## config.mk

```make
export PLATFORM = sky130hd
export DESIGN_NAME = int8_quad_drain
export DESIGN_NICKNAME = d
export VERILOG_FILES = /design/src/rtl/int8_quad_drain.sv
export SDC_FILE = /design/constraint.sdc
export NUM_CORES = 1
export LEC_CHECK = 0
export ABC_AREA = 1
export CAP_MARGIN = 25
export CORE_AREA = 2 2 122 148
export DETAILED_ROUTE_END_ITERATION = 8
export DIE_AREA = 0 0 124 150
export PLACE_DENSITY = 0.75
export SLEW_MARGIN = 10
export SYNTH_ARGS = -nofsm -noshare
export SYNTH_HDL_FRONTEND = slang
export SYNTH_SLANG_ARGS = --single-unit
```

## constraint.sdc

```tcl
create_clock -name clk -period 4.8 [get_ports clk]
set_input_delay 0.96 -clock clk [delete_from_list [all_inputs] [get_ports clk]]
set_output_delay 0.96 -clock clk [all_outputs]
set_load 0.02 [all_outputs]
```

## src/rtl/int8_quad_drain.sv

```systemverilog
// int8_quad_drain: drains four captured accumulator words (w,x,y,z) one per handshake.
// Build option INT8_QUAD_DRAIN_SAT_EN: shift each word right by satShift and saturate it to int8 at capture.
module int8_quad_drain #(
   parameter int wxyzOutputBits = 32,
   parameter int satShift = 0
) (
   input  logic                      clk,
   input  logic                      rst,
   input  logic                      capture,
   input  logic [wxyzOutputBits-1:0] w,
   input  logic [wxyzOutputBits-1:0] x,
   input  logic [wxyzOutputBits-1:0] y,
   input  logic [wxyzOutputBits-1:0] z,
   input  logic                      out_ready,
   output logic                      out_valid,
   output logic [wxyzOutputBits-1:0] out_data,
   output logic [1:0]                out_idx,
   output logic                      busy,
   output logic                      overrun
);
   typedef enum logic {IDLE, SEND} state_t;
   state_t                    state_q, state_d;
   logic [1:0]                idx_q, idx_d;
   logic                      ovr_q, ovr_d;
   logic [wxyzOutputBits-1:0] buf_q [4];
   logic [wxyzOutputBits-1:0] buf_d [4];
   logic                      fire, last, load;
`ifdef INT8_QUAD_DRAIN_SAT_EN
   localparam logic signed [wxyzOutputBits-1:0] SAT_MAX = 127;
   localparam logic signed [wxyzOutputBits-1:0] SAT_MIN = -128;
   function automatic logic [wxyzOutputBits-1:0] conv(input logic [wxyzOutputBits-1:0] v);
      logic signed [wxyzOutputBits-1:0] s;
      s = $signed(v) >>> satShift;
      conv = s > SAT_MAX ? SAT_MAX : s < SAT_MIN ? SAT_MIN : s;
   endfunction
`else
   logic unused_sat;
   assign unused_sat = |satShift;
   function automatic logic [wxyzOutputBits-1:0] conv(input logic [wxyzOutputBits-1:0] v);
      conv = v;
   endfunction
`endif
   // state register: FSM state, word index, overrun flag and the word buffer
   always_ff @(posedge clk or posedge rst) begin
      if (rst) begin
         state_q <= IDLE;
         idx_q   <= 2'd0;
         ovr_q   <= 1'b0;
         for (int i = 0; i < 4; i++) buf_q[i] <= '0;
      end else begin
         state_q <= state_d;
         idx_q   <= idx_d;
         ovr_q   <= ovr_d;
         for (int i = 0; i < 4; i++) buf_q[i] <= buf_d[i];
      end
   end
   // next state: a capture loads when idle or on the final transfer, otherwise it is dropped
   always_comb begin
      fire     = state_q == SEND && out_ready;
      last     = fire && idx_q == 2'd3;
      load     = capture && (state_q == IDLE || last);
      state_d  = load ? SEND : last ? IDLE : state_q;
      idx_d    = load ? 2'd0 : fire ? idx_q + 2'd1 : idx_q;
      ovr_d    = capture && state_q == SEND && !last;
      buf_d[0] = load ? conv(w) : buf_q[0];
      buf_d[1] = load ? conv(x) : buf_q[1];
      buf_d[2] = load ? conv(y) : buf_q[2];
      buf_d[3] = load ? conv(z) : buf_q[3];
   end
   // outputs: decoded purely from registered state
   always_comb begin
      busy      = state_q == SEND;
      out_valid = busy;
      out_data  = buf_q[idx_q];
      out_idx   = idx_q;
      overrun   = ovr_q;
   end
endmodule

```

Word level (Yosys, flattened, before mapping):

Index checks and enable logic that the tools add are counted.
W data, S select, Z words.

* register bits: 132
* input port bits: 132
* logic and storage cells: 28
* output and inout port bits: 37

* muxes and demuxes: 7
* bitwise gates (word level): 2
* $add $sub $neg: 1
* eq/ne operators: 1
* order comparisons: 1
* reduce and logical (&&, ||, !) cells: 9

Operators by type and width (count)
* $bmux W32 S2: 1
* $mux W32: 2
* $logic_and A1 B1 Y1: 5
* $mux W2: 2
* $reduce_bool A2 Y1: 2
* $ge A3 B3 Y1 const B: 1
* $not A2 Y3: 1
* $add A2 B1 Y2 const B: 1
* $eq A2 B2 Y1 const B: 1
* $mux W1: 2
* $logic_not A1 Y1: 1
* $logic_or A1 B1 Y1: 1
* $not A1 Y1: 1

Logic depth before layout (Yosys ltp):

* depth in word-level cells: 5
* gate-level depth with buffers: 8
* gate-level depth less buffers: 6

Worst setup path after synthesis:

No wires, ideal clock.

* path kind: register to output
* from: register idx_q[0], in the netlist out_idx[0]
* to: output out_data[22]
* slack: 2.578 ns
* data required time: 3.840 ns
* stages on the path, launching flop included: 6
* arrival: 1.262 ns
* path through: dfrtp_1 -> buf_2 -> clkbuf_1 -> or2_2 -> nand3_1 -> nand2_1

* cells in the longest elaborated chain, start to end: 4

RTL lines
* start: declaration: RTL line 23 `logic [1:0] idx_q, idx_d;`
* start signal: assignment: RTL line 52 `idx_q <= idx_d;`
* $not A2 Y3 (implied by the code): RTL line 74 `out_data = buf_q[idx_q];`
* $bmux W32 S2: RTL line 74
* $mux W32 (implied by the code) (2 in series): RTL line 74
* end: declaration: RTL line 16 `output logic [wxyzOutputBits-1:0] out_data,`

Every way passes these cells. The select of a mux whose other input is x is not followed.

Final worst setup path:

* from: register idx_q[0], in the netlist out_idx[0]
* to: output out_data[4]

Same word-level chain as after synthesis.

==> flow_summary_export.csv <==
group,metric,value,unit
outcome,outcome,"finished, final reports clean",
grt,met2_usage,31.0,%
finish,fin_area,9060,µm²
route,antenna_left,0,
worst_setup_path,critPathLaunchType,"register",
power_and_ir_drop,leakage,4.79,nW
place,io_buffers,168,
synth,synthXorXnorAreaFrac,0,%
sta,tns,0,ps
synth,synthArstFlopShare,100,%
worst_setup_path,cp_num_buf_inv,2,
flow_run,max-cap-violations,0,
clock_network,cts_setup_buffers,0,
finish,area.growth.synth_to_final,34.6,%
grt,antenna_found_initial,0,
sta,finalClockSkew,6.60,ps
worst_setup_path,path_cells,"buf_4, or2_2, nand3_1, nand2_1, clkdlybuf4s50_1",
synth,yosysMostFrequentCell,"nand2_1",
clock_network,cts_tree,"built",
route,drt_iter0_markers,589,
sta,rsz0062_at_grt,"no",
worst_setup_path,r2r_start,"out_idx[0]",
floorplan,dieArea,18600,µm²
floorplan,start_util,39.0,%
sta,hold_viol,0,
floorplan,die_height,150,µm
grt,grt_pass1_vias,5874,
synth,synth_compound_area_share,0,%
floorplan,dieWidth,124,µm
clock_network,cts.path.max_buffers,2,
synth,ys_seq_area_share,49.1,%
sta,finalMaxSlewViolations,0,
sta,post-route-period-util,74.6,%
worst_setup_path,critical-path-top-delay-family,"buffers and inverters",
synth,synth-adder-area-share,0.186,%
grt,overflow,0,
worst_setup_path,worstPathArrival,2620,ps
worst_setup_path,slowest_delay,700,ps
place,place_congestion,0.891,
clock_network,clk_pin_slew,60,ps
synth,syn_nets,1054,
worst_setup_path,worst_path_max_delay_cell,"buf_4",
route,vias_per_cell,4.87,
worst_setup_path,worstSetupStartpoint,"out_idx[0]",
route,wl_per_cell,15.2,µm
synth,synth-main-ff-cell,"dfrtp_1",
clock_network,htreeDepth,4,
finish,nets,1189,
synth,synth_top_family_by_area,"simple AND/OR/NAND/NOR gates",
sta,fin_crit,3580,ps
synth,syn_area,6730,µm²
worst_setup_path,crit_fanout,99,
floorplan,ios,169,
clock_network,cts_made_buffers,17,
synth,yosysWarnings,0,
route,drcViolationCount,0,
place,place_area,8460,µm²
worst_setup_path,reg2reg_to,"buf_q[125]",
route,wirelength,19700,µm
synth,syn_inst,921,
sta,slew_headroom,35.9,%
worst_setup_path,crit_required,3840,ps
sta,setup_violations,0,
worst_setup_path,worst-r2r-setup-slack,1690,ps
worst_setup_path,crit_type,"register to output pin",
grt,busiest_layer,"met1",
worst_setup_path,worstRegToRegCells,8,
grt,grt_max_degree,100,
synth,synth_area_leader_cell,"dfrtp_1",
worst_setup_path,crit_cells,5,
grt,grt_pass1_wl,30800,µm
synth,synth-simple-area-share,39.5,%
clock_network,cts_resized,0,
grt,grtUsageTotal,21.7,%
place,hpwlAfterDp,13200,µm
synth,synthTopCellsByArea,"dfrtp_1 (49%), nand2_1 (22%), nand3_1 (14%)",
synth,ys_ff_latch,132,
power_and_ir_drop,vdd_drop_max,0.431,mV
grt,met3_usage,4.15,%
synth,yosysUniqueCellTypes,12,
sta,tightest_slew,962,ps
sta,fmaxAchievable,279,MHz
synth,synth-edff-count,0,
finish,drive_above_1_share,7.39,%
synth,synth_top_cell_area_share,49.1,%
clock_network,cts-hold-fix-buffers,0,
route,drt_pre_antenna_iters,5,
synth,postSynthAreaPerCell,7.31,µm²
worst_setup_path,critPathCapture,"out_data[4]",
power_and_ir_drop,p_per_area,685,nW/µm²
floorplan,rows,53,
clock_network,clk_latency,410,ps
floorplan,core,17200,µm²
clock_network,cts.sinks,132,
synth,synthTopCellsByCount,"nand2_1 (393), nand3_1 (194), dfrtp_1 (132)",
min_path,hold_path.class,"register to register",
grt,use_met1,31.5,%
worst_setup_path,worstSetupEndpointType,"output pin",
clock_network,clockRootBuffer,"clkbuf_16",
synth,muxShareOfSynthArea,0,%
route,vias,6284,
## sequential cells by signal (all words and copies together) (netlist names)
name and cells:
out_idx 2, overrun 1, busy 1, buf_q 128
## worst reg2reg max path: stages, from the launching register on
cell and delay, ps:
dfrtp_2 350, buf_4 700, ha_1 300, nand2_1 90
nand2_4 80, buf_4 490, buf_4 730, nand3_1 200
nand2_1 120
## metal layers
metal,routed length [µm],vias up,part of all wire [%]
met5,0,-,0
met4,732,0,3.7
met3,1290,46,6.5
met2,8810,226,45
met1,8830,2927,45
li1,-,3085,-
## worst min-delay path by stage
stage	start	end	cells after the start
after global placement	buf_q[110]	buf_q[110]	2
after CTS	buf_q[126]	buf_q[126]	2
after detailed placement	buf_q[126]	buf_q[126]	2
after global routing	buf_q[110]	buf_q[110]	2
after floorplan	buf_q[106]	buf_q[106]	2
final	buf_q[108]	buf_q[108]	2
## final cells by class
| class | instances | area (µm²) |
|---|---|---|
| Inverter | 102 | 385 |
| Clock inverter | 8 | 97.6 |
| Tap cell | 220 | 275 |
| Antenna cell | 1 | 2.50 |
| Timing Repair Buffer | 180 | 1810 |
| Clock buffer | 24 | 502 |
| Fill cell | 1620 | 8180 |
| Multi-Input combinational cell | 623 | 2690 |
| Sequential cell | 132 | 3300 |
## cell families (layout without fill, tap and decap cells)
family / Yosys count / after routing
AND/OR/NAND/NOR: 622 / 622
other: 0 / 1
adder cells (fa/ha/maj): 1 / 1
buffers and inverters: 166 / 314
flip-flops: 132 / 132
## layout by cell type (no fill, tap or decap), drive strengths merged
| cell | instances |
|---|---|
| nand3 | 194 |
| nor2 | 2 |
| bufinv | 2 |
| clkbuf | 24 |
| or2 | 32 |
| clkdlybuf4s50 | 167 |
| ha | 1 |
| diode | 1 |
| clkinv | 3 |
| inv | 102 |
| nand2 | 394 |
| clkinvlp | 3 |
| dfrtp | 132 |
| buf | 13 |
## power by group
group	internal, mW	switching [mW]
Clock	0.831	0.477
Sequential	1.62	0.283
Combinational	1.22	1.77
## through the flow
step / util (%) / total power, mW / std cells / hold WS (ps) / setup slack, ps
after CTS: 52.5 / 6.22 / 1289 / 464 / 1230
after global routing: 52.5 / 6.65 / 1289 / 483 / 1130
after detailed placement: 49.1 / 4.89 / 1257 / 450 / 1610
final: 52.6 / 6.21 / 1290 / 459 / 1220
after global placement: 48.7 / 4.79 / 1255 / 445 / 1610
after floorplan: - / 3.76 / 921 / 434 / 314
Note: power is estimated with default switching activity, not from simulation.
